## config.mk

```make
export PLATFORM = sky130hd
export DESIGN_NAME = alu_div_mod_seq_flat
export DESIGN_NICKNAME = d
export VERILOG_FILES = /design/src/rtl/alu_div_mod_seq_if.sv /design/src/rtl/alu_div_mod_seq.sv /design/src/flat_wrapper.sv
export SDC_FILE = /design/constraint.sdc
export NUM_CORES = 1
export LEC_CHECK = 0
export ABC_CLOCK_PERIOD_IN_PS = 3930
export CAP_MARGIN = 0
export CORE_MARGIN = 2
export CORE_UTILIZATION = 50
export CTS_BUF_LIST = sky130_fd_sc_hd__clkbuf_8
export DETAILED_ROUTE_END_ITERATION = 7
export GPL_TIMING_DRIVEN = 1
export PLACE_DENSITY_LB_ADDON = 0.05
export SYNTH_ARGS = -nofsm -noshare
export SYNTH_HDL_FRONTEND = slang
export SYNTH_SLANG_ARGS = --single-unit
export TNS_END_PERCENT = 20
```

## constraint.sdc

```tcl
create_clock -name clk -period 3.93 [get_ports clk]
set_input_delay 0.786 -clock clk [delete_from_list [all_inputs] [get_ports clk]]
set_output_delay 0.786 -clock clk [all_outputs]
set_load 0.01 [all_outputs]
```

## src/rtl/alu_div_mod_seq_if.sv

```systemverilog
// Start/done handshake and operand/result bus between the execute stage and the divider.
// The master is the execute stage; the slave is alu_div_mod_seq.
interface alu_div_mod_seq_if #(
    parameter int DATA_W = 64
);
    logic              start;
    logic [DATA_W-1:0] a;
    logic [DATA_W-1:0] b;
    logic              is_mod;
    logic              is_32;
    logic              busy;
    logic              done;
    logic [DATA_W-1:0] c;

    modport master (
        output start, a, b, is_mod, is_32,
        input  busy, done, c
    );

    modport slave (
        input  start, a, b, is_mod, is_32,
        output busy, done, c
    );
endinterface

```

## src/rtl/alu_div_mod_seq.sv

```systemverilog
// Iterative radix-2 restoring divider for eBPF BPF_DIV/BPF_MOD (ALU64 and ALU32).
// One quotient bit per cycle; divide-by-zero resolves without any RUN cycles.
module alu_div_mod_seq #(
    parameter int DATA_W = 64,
    parameter int CNT_W  = 7
) (
    input  logic               clk,
    input  logic               rst_n,
    alu_div_mod_seq_if.slave   bus
);
    localparam int HALF_W = DATA_W / 2;

    localparam logic [1:0] IDLE = 2'd0;
    localparam logic [1:0] RUN  = 2'd1;
    localparam logic [1:0] DONE = 2'd2;

    logic [1:0]        state;
    logic [CNT_W-1:0]  cnt;
    logic [DATA_W-1:0] rem;
    logic [DATA_W-1:0] q;
    logic [DATA_W-1:0] b_q;
    logic              mod_q;
    logic              w32_q;
    logic [DATA_W-1:0] c_q;

    logic [DATA_W-1:0] a_eff;
    logic [DATA_W-1:0] b_eff;
    logic [DATA_W:0]   rem_sh;
    logic              fits;
    logic [DATA_W-1:0] rem_nxt;
    logic [DATA_W-1:0] q_nxt;
    logic [DATA_W-1:0] res_raw;
    logic [DATA_W-1:0] result;

    always_comb begin
        a_eff = bus.is_32 ? {{HALF_W{1'b0}}, bus.a[HALF_W-1:0]} : bus.a;
        b_eff = bus.is_32 ? {{HALF_W{1'b0}}, bus.b[HALF_W-1:0]} : bus.b;

        // rem < b_q always holds, so the restored difference fits in DATA_W bits
        rem_sh  = {rem, q[DATA_W-1]};
        fits    = rem_sh >= {1'b0, b_q};
        rem_nxt = fits ? (rem_sh[DATA_W-1:0] - b_q) : rem_sh[DATA_W-1:0];
        q_nxt   = {q[DATA_W-2:0], fits};

        res_raw = mod_q ? rem_nxt : q_nxt;
        result  = w32_q ? {{HALF_W{1'b0}}, res_raw[HALF_W-1:0]} : res_raw;
    end

    always_ff @(posedge clk or negedge rst_n) begin
        if (!rst_n) begin
            state <= IDLE;
            cnt   <= '0;
            rem   <= '0;
            q     <= '0;
            b_q   <= '0;
            mod_q <= 1'b0;
            w32_q <= 1'b0;
            c_q   <= '0;
        end else begin
            case (state)
                IDLE: begin
                    if (bus.start) begin
                        mod_q <= bus.is_mod;
                        w32_q <= bus.is_32;
                        b_q   <= b_eff;
                        rem   <= '0;
                        if (b_eff == '0) begin
                            c_q   <= bus.is_mod ? a_eff : '0;
                            state <= DONE;
                        end else begin
                            // ALU32 dividend sits in the top half so its MSB shifts out first
                            q     <= bus.is_32 ? {bus.a[HALF_W-1:0], {HALF_W{1'b0}}} : bus.a;
                            cnt   <= bus.is_32 ? CNT_W'(HALF_W - 1) : CNT_W'(DATA_W - 1);
                            state <= RUN;
                        end
                    end
                end
                RUN: begin
                    rem <= rem_nxt;
                    q   <= q_nxt;
                    if (cnt == '0) begin
                        c_q   <= result;
                        state <= DONE;
                    end else begin
                        cnt <= cnt - 1'b1;
                    end
                end
                DONE:    state <= IDLE;
                default: state <= IDLE;
            endcase
        end
    end

    assign bus.busy = (state != IDLE);
    assign bus.done = (state == DONE);
    assign bus.c    = c_q;
endmodule

```

## src/flat_wrapper.sv

```systemverilog
// flat-port wrapper written by rule: the top's interface ports become plain ports
module alu_div_mod_seq_flat 
#(
    parameter int DATA_W = 64,
    parameter int CNT_W  = 7
)
  (clk, rst_n, bus_start, bus_a, bus_b, bus_is_mod, bus_is_32, bus_busy, bus_done, bus_c);
  alu_div_mod_seq_if #(.DATA_W(DATA_W)) bus_i ();
  input  logic clk;
  input  logic rst_n;
  input wire logic [$bits(bus_i.start)-1:0] bus_start;
  input wire logic [$bits(bus_i.a)-1:0] bus_a;
  input wire logic [$bits(bus_i.b)-1:0] bus_b;
  input wire logic [$bits(bus_i.is_mod)-1:0] bus_is_mod;
  input wire logic [$bits(bus_i.is_32)-1:0] bus_is_32;
  output wire logic [$bits(bus_i.busy)-1:0] bus_busy;
  output wire logic [$bits(bus_i.done)-1:0] bus_done;
  output wire logic [$bits(bus_i.c)-1:0] bus_c;
  assign bus_i.start = bus_start;
  assign bus_i.a = bus_a;
  assign bus_i.b = bus_b;
  assign bus_i.is_mod = bus_is_mod;
  assign bus_i.is_32 = bus_is_32;
  assign bus_busy = bus_i.busy;
  assign bus_done = bus_i.done;
  assign bus_c = bus_i.c;
  alu_div_mod_seq #(.DATA_W(DATA_W), .CNT_W(CNT_W)) u_core (.clk(clk), .rst_n(rst_n), .bus(bus_i));
endmodule
```

==> impl_metrics.env <==
export IMPL_outcome="complete, but fails checks"
export IMPL_violations="DRC"
export IMPL_numCtsBuffers=50
export IMPL_synth_edf_count=0
export IMPL_die_h_microns=188.9
export IMPL_synth_cell_types=79
export IMPL_finalHoldViolations=0
export IMPL_period_needed_ns=3.769
export IMPL_hpwlAfterDp_microns=48330
export IMPL_drive_above_1_share_pct=13.92
export IMPL_ys_seq_area_share_pct=39.10
export IMPL_clock_latency_ns=0.66
export IMPL_wl_microns=64430
export IMPL_grt_pass1_vias=16508
export IMPL_async_flop_share_pct=100.0
export IMPL_cp_data_arrival_time_ns=4.33
export IMPL_finalSetupViolations=0
export IMPL_grtUsageTotal_pct=35.71
export IMPL_crit_fanout=6
export IMPL_antenna_cells=0
export IMPL_slew_headroom_pct=47.09
export IMPL_start_util_pct=50.83
export IMPL_cts_tree="built"
export IMPL_clock_sinks=267
export IMPL_synth_top_family_by_area="compound AO/OA/AOI/OAI gates"
export IMPL_slew_violations=0
export IMPL_clk_pin_slew_ns=0.06
export IMPL_area_growth_syn_to_layout_pct=26.48
export IMPL_synth_compound_area_share_pct=24.37
export IMPL_synthFlopType="dfrtp_1"
export IMPL_cts_root_buf="clkbuf_8"
export IMPL_drc=22
export IMPL_final_setup_skew_ns=0.03062
export IMPL_ys_ff_latch=267
export IMPL_rsz0062_at_grt="no"
export IMPL_grt_pass1_wl_microns=97280
export IMPL_cts_htree_levels=2
export IMPL_worstPathRequired_ns=4.49
export IMPL_grt_max_degree=92
export IMPL_netlist_area_sq_mm=0.01709
export IMPL_crit_type="flop to flop"
export IMPL_layout_setup_ws_ns=0.1611
export IMPL_wl_per_cell_microns=23.16
export IMPL_antenna_found_initial=2
export IMPL_io_buffers=198
export IMPL_cap_violations=0
export IMPL_fmax_ghz=0.2653
export IMPL_synth_mux_area_share_pct=6.414
export IMPL_tightest_slew_ns=0.7919
export IMPL_routed_via_density=6.159
export IMPL_num_rows=67
export IMPL_core_area_sq_mm=0.03362
export IMPL_syn_inst=2010
export IMPL_end_kind="flop"
export IMPL_ys_warn_count=0
export IMPL_synth_fa_ha_area_share_pct=4.950
export IMPL_synthXorXnorAreaFrac_pct=2.819
export IMPL_firstDrtPassIters=8
export IMPL_worstSetupStartpointType="flop"
export IMPL_n_fill_cell=2920
export IMPL_synth_simple_area_share_pct=16.14
export IMPL_gp_congestion=0.9659
export IMPL_hold_path_class="input port to async pin"
export IMPL_ant_nets=0
export IMPL_via_count=17134
export IMPL_die_w_microns=188.9
export IMPL_syn_area_per_cell_sq_um=8.501
export IMPL_cts_path_max_buffers=3
export IMPL_syn_nets=2210
export IMPL_die_area_sq_mm=0.03567
export IMPL_finish_net_count=2493
export IMPL_drt_iter0_markers=1765
export IMPL_grt_overflow_total=0
export IMPL_boundaryPins=199
export IMPL_preCtsSetupSlack_ns=-0.08735
export IMPL_holdBufCountCts=0
export IMPL_min_period_over_period_pct=95.90
metal layers:
metal / up-vias / track usage, % / routed length (microns)
met1: 8303 / 47.91 / 26500
met2: 857 / 56.74 / 29360
met3: 142 / 6.988 / 5796
met5: - / 0 / 13
met4: 2 / 14.84 / 2758
li1: 7830 / - / -
placed cells by master, fill, tap and decap left out, types with 36 or more instances in the layout:
cell type        Yosys  routed
dfrtp_1            267     266
nand2_1            250     249
o21ai_0            220     219
clkdlybuf4s50_1      0     196
a21oi_1            194     193
buf_4                3     159
nor2_1             138     138
inv_1              129     135
mux2i_1             69      69
ha_1                66      66
clkbuf_8             0      66
xnor2_1             38      38
and3_1              37      37
mux2_2              36      36
repair_timing:
item,in CTS,in global routing
resized for setup,0,3
endpoints found under the setup margin,0,1
setup buffers,0,2
worst paths after layout:
path,end,depth (start not counted),from,slack [ns]
max in group asynchronous,u_core.b_q[12]$_DFFE_PN0P_,2,rst_n,2.82
hold reg to reg,u_core.b_q[44]$_DFFE_PN0P_,2,u_core.b_q[44]$_DFFE_PN0P_,0.48
hold / removal,u_core.b_q[29]$_DFFE_PN0P_,1,rst_n,0.15
min in group clk,u_core.b_q[44]$_DFFE_PN0P_,2,u_core.b_q[44]$_DFFE_PN0P_,0.48
setup / recovery,u_core.bus.c[46]$_DFFE_PN0P_,14,u_core.b_q[11]$_DFFE_PN0P_,0.16
setup reg to reg,u_core.bus.c[46]$_DFFE_PN0P_,14,u_core.b_q[11]$_DFFE_PN0P_,0.16
registers in the layout (all words and copies together) (netlist names):
register,count
u_core.b_q,64
u_core.bus.c,64
u_core.q,64
u_core.rem,64
u_core.cnt,7
u_core.state,2
u_core.mod_q,1
u_core.w32_q,1
critical path: stages, from the launching register on:
cell and delay [ns]:
dfrtp_1 0.34, inv_1 0.07, ha_1 0.39, a21oi_1 0.35
o21a_1 0.21, nor3b_1 0.32, o211ai_1 0.26, a221o_1 0.45
a21oi_1 0.17, buf_4 0.16, o21ai_1 0.14, xor2_1 0.31
a211oi_2 0.16, buf_4 0.16, o31ai_1 0.19
cells in the mapped netlist (3+ instances only):
cell type,count,area share (%)
o211a_1,3,0.18
dfrtp_1,267,39
inv_1,129,2.8
mux2i_1,69,4.0
a22o_1,3,0.15
nor2_1,138,3.0
nor4_1,26,0.95
a211oi_1,8,0.35
o21a_1,15,0.66
a32oi_1,10,0.51
a21oi_1,194,5.7
nand2b_1,6,0.22
o21ai_1,7,0.21
buf_6,4,0.26
a22oi_1,4,0.18
clkbuf_1,113,2.5
a211o_1,11,0.56
nor2b_1,16,0.59
or3_1,4,0.15
a31oi_1,14,0.51
a221oi_1,11,0.56
nor3_1,16,0.47
and2_1,9,0.33
ha_1,66,4.8
nand4_1,32,1.2
a222oi_1,32,1.9
buf_1,4,0.088
buf_4,3,0.13
o21ai_0,220,6.4
xor2_1,17,0.87
o211ai_1,10,0.44
a221o_1,23,1.3
nand3_1,24,0.70
and4_1,16,0.82
xnor2_1,38,1.9
o31ai_1,8,0.35
mux2_2,36,2.4
a21o_1,32,1.4
nand2_1,250,5.5
and3_1,37,1.4
a21boi_0,3,0.13
buf_2,14,0.41
o21bai_1,19,0.83
logic make-up after synthesis:
group	Yosys count
DFF	267
buffers and inverters	267
xor gates and xnor gates	55
adders and majority gates	67
AOI/OAI and AO/OA	658
muxes	105
and+or+nand+nor	591
area by class of cell:
| type | instances | area [sq um] | area share (%) |
|---|---|---|---|
| multi-input cells | 1476 | 9390 | 43.45 |
| flip-flops and latches | 267 | 6683 | 30.92 |
| repair buffers | 369 | 3416 | 15.81 |
| clock buffers | 66 | 908.4 | 4.203 |
| well taps | 448 | 560.5 | 2.594 |
| inverters | 129 | 484.2 | 2.240 |
| clock inverters | 27 | 170.2 | 0.7874 |
metrics by stage:
step | util (%) | hold slack, ns | area [sq um] | setup TNS, ns | instances
after floorplan | - | 0.4498 | 17090 | 0 | 2010
after global placement | 61.01 | 0.4636 | 20510 | -0.07880 | 2687
after detailed placement | 61.01 | 0.4731 | 20510 | -0.08735 | 2687
after CTS | 64.22 | 0.1616 | 21590 | 0 | 2780
after global routing | 64.29 | 0.1956 | 21610 | 0 | 2782
final | 64.29 | 0.1513 | 21610 | 0 | 2782
Power is left out: the tool's default activity adds up to more than one toggle a clock period on the data nets, which glitch-free logic cannot reach.
